File: config.mk
export PLATFORM = sky130hd
export DESIGN_NAME = pc_gen
export DESIGN_NICKNAME = d
export VERILOG_FILES = /design/src/rtl/pc_gen_pkg.sv /design/src/rtl/pc_ras.sv /design/src/rtl/pc_gen.sv
export SDC_FILE = /design/constraint.sdc
export NUM_CORES = 1
export LEC_CHECK = 0
export BUFFER_PORTS_ARGS = -buffer_cell sky130_fd_sc_hd__buf_4
export CORE_MARGIN = 8
export CORE_UTILIZATION = 56
export DETAILED_ROUTE_END_ITERATION = 16
export GPL_ROUTABILITY_DRIVEN = 1
export GPL_TIMING_DRIVEN = 0
export PLACE_DENSITY_LB_ADDON = 0.08
export SLEW_MARGIN = 20
export SYNTH_ARGS = -nofsm -noshare
export SYNTH_HDL_FRONTEND = slang
export SYNTH_SLANG_ARGS = --single-unit
File: constraint.sdc
create_clock -name clk -period 4.2 [get_ports clk]
set_clock_uncertainty 0.1 [all_clocks]
set_input_delay 0.84 -clock clk [delete_from_list [all_inputs] [get_ports clk]]
set_output_delay 0.84 -clock clk [all_outputs]
set_load 0.02 [all_outputs]
File: src/rtl/pc_gen_pkg.sv
// Shared CPU constants and the next-PC source encoding used by the fetch PC generator.
package pc_gen_pkg;

  localparam int unsigned CPU_WIDTH_I     = 32;
  localparam logic [31:0] CPU_RESET_VEC   = 32'h0000_0000;
  localparam int unsigned CPU_INSTR_BYTES = 4;
  localparam int unsigned CPU_RAS_DEPTH   = 4;

  typedef enum logic [2:0] {
    NPC_HOLD,
    NPC_FLUSH,
    NPC_PEND,
    NPC_BR,
    NPC_RAS,
    NPC_JMP,
    NPC_SEQ
  } npc_src_e;

endpackage

File: src/rtl/pc_ras.sv
// Circular return-address stack with saturating count; oldest entry is overwritten when full.
module pc_ras #(
  parameter int unsigned WIDTH = 32,
  parameter int unsigned DEPTH = 4
) (
  input  logic             clk,
  input  logic             rst,
  input  logic             push,
  input  logic             pop,
  input  logic [WIDTH-1:0] push_data,
  output logic [WIDTH-1:0] top_data,
  output logic             empty
);

  localparam int unsigned PW = $clog2(DEPTH);

  logic [WIDTH-1:0] mem [DEPTH];
  logic [PW-1:0]    top;
  logic [PW:0]      count;
  logic             pop_ok;
  logic             full;

  assign pop_ok   = pop && (count != '0);
  assign full     = (count == (PW+1)'(DEPTH));
  assign empty    = (count == '0);
  assign top_data = mem[top];

  // top starts at the last slot so the first push lands in slot 0
  always_ff @(posedge clk or posedge rst) begin
    if (rst) begin
      top   <= '1;
      count <= '0;
    end else if (push && pop_ok) begin
      top   <= top;
      count <= count;
    end else if (push) begin
      top <= top + PW'(1);
      if (!full)
        count <= count + (PW+1)'(1);
    end else if (pop_ok) begin
      top   <= top - PW'(1);
      count <= count - (PW+1)'(1);
    end
  end

  // push with pop replaces the current top instead of advancing
  always_ff @(posedge clk) begin
    if (push) begin
      if (pop_ok)
        mem[top] <= push_data;
      else
        mem[top + PW'(1)] <= push_data;
    end
  end

endmodule

File: src/rtl/pc_gen.sv
// Fetch PC register with prioritised redirects, stall-time branch latch and return-address prediction.
module pc_gen
  import pc_gen_pkg::*;
#(
  parameter int unsigned          WIDTH_I     = CPU_WIDTH_I,
  parameter logic [WIDTH_I-1:0]   RESET_VEC   = WIDTH_I'(CPU_RESET_VEC),
  parameter int unsigned          INSTR_BYTES = CPU_INSTR_BYTES,
  parameter int unsigned          RAS_DEPTH   = CPU_RAS_DEPTH
) (
  input  logic               clk,
  input  logic               rst,
  input  logic               stall_ctrl,
  input  logic               flush_valid,
  input  logic [WIDTH_I-1:0] flush_target,
  input  logic               br_taken,
  input  logic [WIDTH_I-1:0] br_target,
  input  logic               jmp_valid,
  input  logic [WIDTH_I-1:0] jmp_target,
  input  logic               call_valid,
  input  logic [WIDTH_I-1:0] call_ret_addr,
  input  logic               ret_valid,
  output logic [WIDTH_I-1:0] pc_addr,
  output logic               redirect_pending,
  output logic               ras_empty
);

  logic               pend_valid;
  logic [WIDTH_I-1:0] pend_target;
  logic [WIDTH_I-1:0] ras_top;
  logic               accept;
  logic               ras_push;
  logic               ras_pop;
  npc_src_e           src;
  logic [WIDTH_I-1:0] pc_next;

  assign accept   = !stall_ctrl && !flush_valid && !br_taken && !pend_valid;
  assign ras_push = accept && call_valid;
  assign ras_pop  = accept && ret_valid && !ras_empty;

  pc_ras #(
    .WIDTH (WIDTH_I),
    .DEPTH (RAS_DEPTH)
  ) u_ras (
    .clk       (clk),
    .rst       (rst),
    .push      (ras_push),
    .pop       (ras_pop),
    .push_data (call_ret_addr),
    .top_data  (ras_top),
    .empty     (ras_empty)
  );

  // A fresh br_taken outranks the latched one: it comes from the younger resolve
  always_comb begin
    src = NPC_SEQ;
    if (flush_valid)             src = NPC_FLUSH;
    else if (stall_ctrl)         src = NPC_HOLD;
    else if (br_taken)           src = NPC_BR;
    else if (pend_valid)         src = NPC_PEND;
    else if (ret_valid && !ras_empty) src = NPC_RAS;
    else if (ret_valid || jmp_valid)  src = NPC_JMP;
  end

  always_comb begin
    pc_next = pc_addr + WIDTH_I'(INSTR_BYTES);
    unique case (src)
      NPC_HOLD:  pc_next = pc_addr;
      NPC_FLUSH: pc_next = flush_target;
      NPC_PEND:  pc_next = pend_target;
      NPC_BR:    pc_next = br_target;
      NPC_RAS:   pc_next = ras_top;
      NPC_JMP:   pc_next = jmp_target;
      default:   pc_next = pc_addr + WIDTH_I'(INSTR_BYTES);
    endcase
  end

  always_ff @(posedge clk or posedge rst) begin
    if (rst) begin
      pc_addr     <= RESET_VEC;
      pend_valid  <= 1'b0;
      pend_target <= '0;
    end else begin
      pc_addr <= pc_next;
      if (flush_valid) begin
        pend_valid <= 1'b0;
      end else if (stall_ctrl) begin
        if (br_taken) begin
          pend_valid  <= 1'b1;
          pend_target <= br_target;
        end
      end else begin
        pend_valid <= 1'b0;
      end
    end
  end

  assign redirect_pending = pend_valid;

endmodule

==> metrics <==
Global Route Usage Sum=0.266; status=complete, no violations; DRT iter0 DRCs=about 650; maximum clock frequency=roughly 0.31 GHz; clk sinks=198; Slew HR=0.539; number of nets in the layout=972; CORE AREA=between 15000 and 20000 um2; Worst Setup Start Kind=input port; Lkg Pwr=4.33 nW; PostCTS Resize Cnt=0; port bufs=169; vias in the first global route=6857; GPL Wtd Cong=0.993; Mapped Cells=around 640; routed wire length=27000 um; Max VDD drop=0.000430 V; routed via count=between 6000 and 7000; RSZ-0062 raised after global routing=no; Max clock buf depth=2; H-tree levels=4; async set-or-reset flop fraction in the synthesized netlist=0.354; Register-to-Register Path Depth=8; critical path arrival=3.31 ns; slack of the critical path=roughly 0.94 ns; max capacitance violation total=0; Root Driver=clkbuf_16; largest net degree at the start of global routing=39; max-slew violation count=0; FF-to-FF End=u_ras.mem[3][5]; Slew @ Worst Pin=0.690 ns; CTS buffer count=17; Seq/Total Area, Yosys=0.606; Synth warnings=0; Post-Syn Area=9240 um2; gr ovfl total=0; dpl hpwl=20000 um; post-DR vias/cell=approximately 6.3; CTS clock-pin slew for the worst setup and hold paths=0.08 ns; die footprint=20900 um2; Critical Path Fanout Max=18; min Tclk post-route=between 3 and 4 ns; Critical Path Start=flush_valid; WP data required=~4.3 ns; final worst-path cycle share=0.776; setup repair bufs after CTS=0; Clk Latency, worst-skew pair=0.44 ns; distinct cell type count after synthesis=73; ys flop type=edfxtp_1; R2R setup slack=~0.97 ns; hold crit path type=in -> async; I/O pins=170; Rows=47; most frequent cells in the layout=buf_4 (176), edfxtp_1 (128), dfrtp_1 (68); PwrDens=465 nW/um2; number of synthesized flops with an enable pin=about 130; Syn Nets=roughly 780; Syn Area/Cell=14.5 um2; die width=~140 um; Fin Setup TNS=0 ns; worst r2r src=redirect_pending; Wirelength per Cell=25.3 um; commonest non-fill, non-tap cell in the layout=buf_4; Detail Route Antenna Nets=0; worst slack, placed=a little over 0.5 ns; Post-route DRC=0; DIE HEIGHT=144 um; Final Hold Violating Endpoints=0; first-pass GRT wire length=40500 um; fillers=approximately 1200; #FFs+latches synth=198; layout cells sized above 1=0.400; final setup fails=0; Initial Utilization=0.565; Critical Path End Type=flip-flop; Post-CTS Hold Fix Bufs=0; worst hold slack=around 0.31 ns; CTS tree=built; initial antenna violation count=0; Synth-to-Final Area Change=25.0%; Setup crit end=u_ras.mem[3][5]; WS Path Type=in -> reg; TritonRoute pass-1 iters=7
==> synth_stat cells (all sizes together), types with 2 or more instances <==
| cell type | count | share of area |
|---|---|---|
| mux2 | 33 | 0.040 |
| inv | 9 | 0.0037 |
| nor3 | 10 | 0.0060 |
| nor4b | 2 | 0.0035 |
| nand4 | 13 | 0.010 |
| xor2 | 5 | 0.0047 |
| o21a | 3 | 0.0032 |
| or3 | 2 | 0.0014 |
| a22oi | 5 | 0.0046 |
| nand3 | 17 | 0.0092 |
| o221a | 2 | 0.0024 |
| o21ai | 14 | 0.0076 |
| nor2 | 23 | 0.0093 |
| a32oi | 3 | 0.0028 |
| and4 | 7 | 0.0072 |
| a222oi | 19 | 0.021 |
| clkbuf | 7 | 0.0028 |
| a221oi | 15 | 0.015 |
| nor2b | 3 | 0.0020 |
| a22o | 3 | 0.0028 |
| nor4 | 11 | 0.018 |
| xnor2 | 12 | 0.011 |
| and2 | 3 | 0.0020 |
| dfrtp | 68 | 0.18 |
| a211oi | 3 | 0.0030 |
| or2 | 3 | 0.0020 |
| ha | 4 | 0.0054 |
| a221o | 5 | 0.0054 |
| o22ai | 3 | 0.0020 |
| nand2 | 61 | 0.026 |
| mux4 | 32 | 0.078 |
| nand3b | 7 | 0.0057 |
| edfxtp | 128 | 0.42 |
| dfstp | 2 | 0.0057 |
| buf | 36 | 0.026 |
| a41oi | 5 | 0.0056 |
| a21oi | 34 | 0.020 |
| a311oi | 4 | 0.0051 |
| and3 | 9 | 0.0061 |
==> logic make-up after synthesis <==
group,Yosys count,share of synthesized area
AOI/OAI and AO/OA,126,0.107
xor gates and xnor gates,17,0.0161
adders and majority gates,5,0.00759
DFF,198,0.606
buffers and inverters,52,0.0325
and+or+nand+nor,174,0.112
muxes,66,0.119
==> area by class of cell <==
class | instances | area, um2 | area share
sequential | 198 | 5600 | 0.485
multi-input combinational | 388 | 3370 | 0.292
timing repair buffer | 174 | 1390 | 0.120
clock buffer | 17 | 425 | 0.0368
tap | 220 | 275 | 0.0238
buffer | 43 | 267 | 0.0231
clock inverter | 15 | 179 | 0.0155
inverter | 9 | 36.3 | 0.00314
antenna | 1 | 2.50 | 0.000217
==> worst min-delay path by stage <==
stage                                from              end  cells past startpoint
after floorplan           pend_target[12]  pend_target[12]                      1
after global placement    pend_target[12]  pend_target[12]                      1
after detailed placement  pend_target[12]  pend_target[12]                      1
after CTS                             rst      pc_addr[26]                      2
after global routing                  rst  pend_target[29]                      2
final                                 rst  pend_target[29]                      2
==> critical path, cell delays in order <==
cell	delay [ns]
buf_4	0.12
buf_4	0.18
nor4_4	0.35
nand2_2	0.25
inv_2	0.19
ha_1	0.25
xor2_1	0.15
nand2_1	0.16
nor2_4	0.57
buf_16	0.23
==> registers in the layout, indices dropped and copies added (netlist names) <==
signal	count
u_ras.mem	128
pc_addr	32
pend_target	32
u_ras.count	3
redirect_pending	1
u_ras.top	2
==> per-stage QoR <==
step / util / std cells / total power, mW / area (um2)
3_3_place_gp: 0.659 / 1027 / 3.71 / 10800
3_5_place_dp: 0.669 / 1032 / 3.77 / 10900
6_report: 0.706 / 1065 / 5.37 / 11500
5_1_grt: 0.706 / 1064 / 5.55 / 11500
4_1_cts: 0.706 / 1064 / 5.38 / 11500
2_1_floorplan: - / 638 / 3.23 / 9240
==> power breakdown <==
part	total, mW	internal, mW	leakage [nW]	switching [mW]
clock network	1.63	0.809	0.291	0.826
registers	2.39	2.24	1.98	0.147
logic	1.34	0.643	2.05	0.701
==> per-layer routing <==
layer	vias to the layer above	global-route usage	routed length, um
li1	2941	-	-
met1	3356	0.350	11000
met2	329	0.437	13400
met3	47	0.0466	1980
met4	0	0.0942	690
met5	-	0	0
Power figures use the tool's default switching activity.
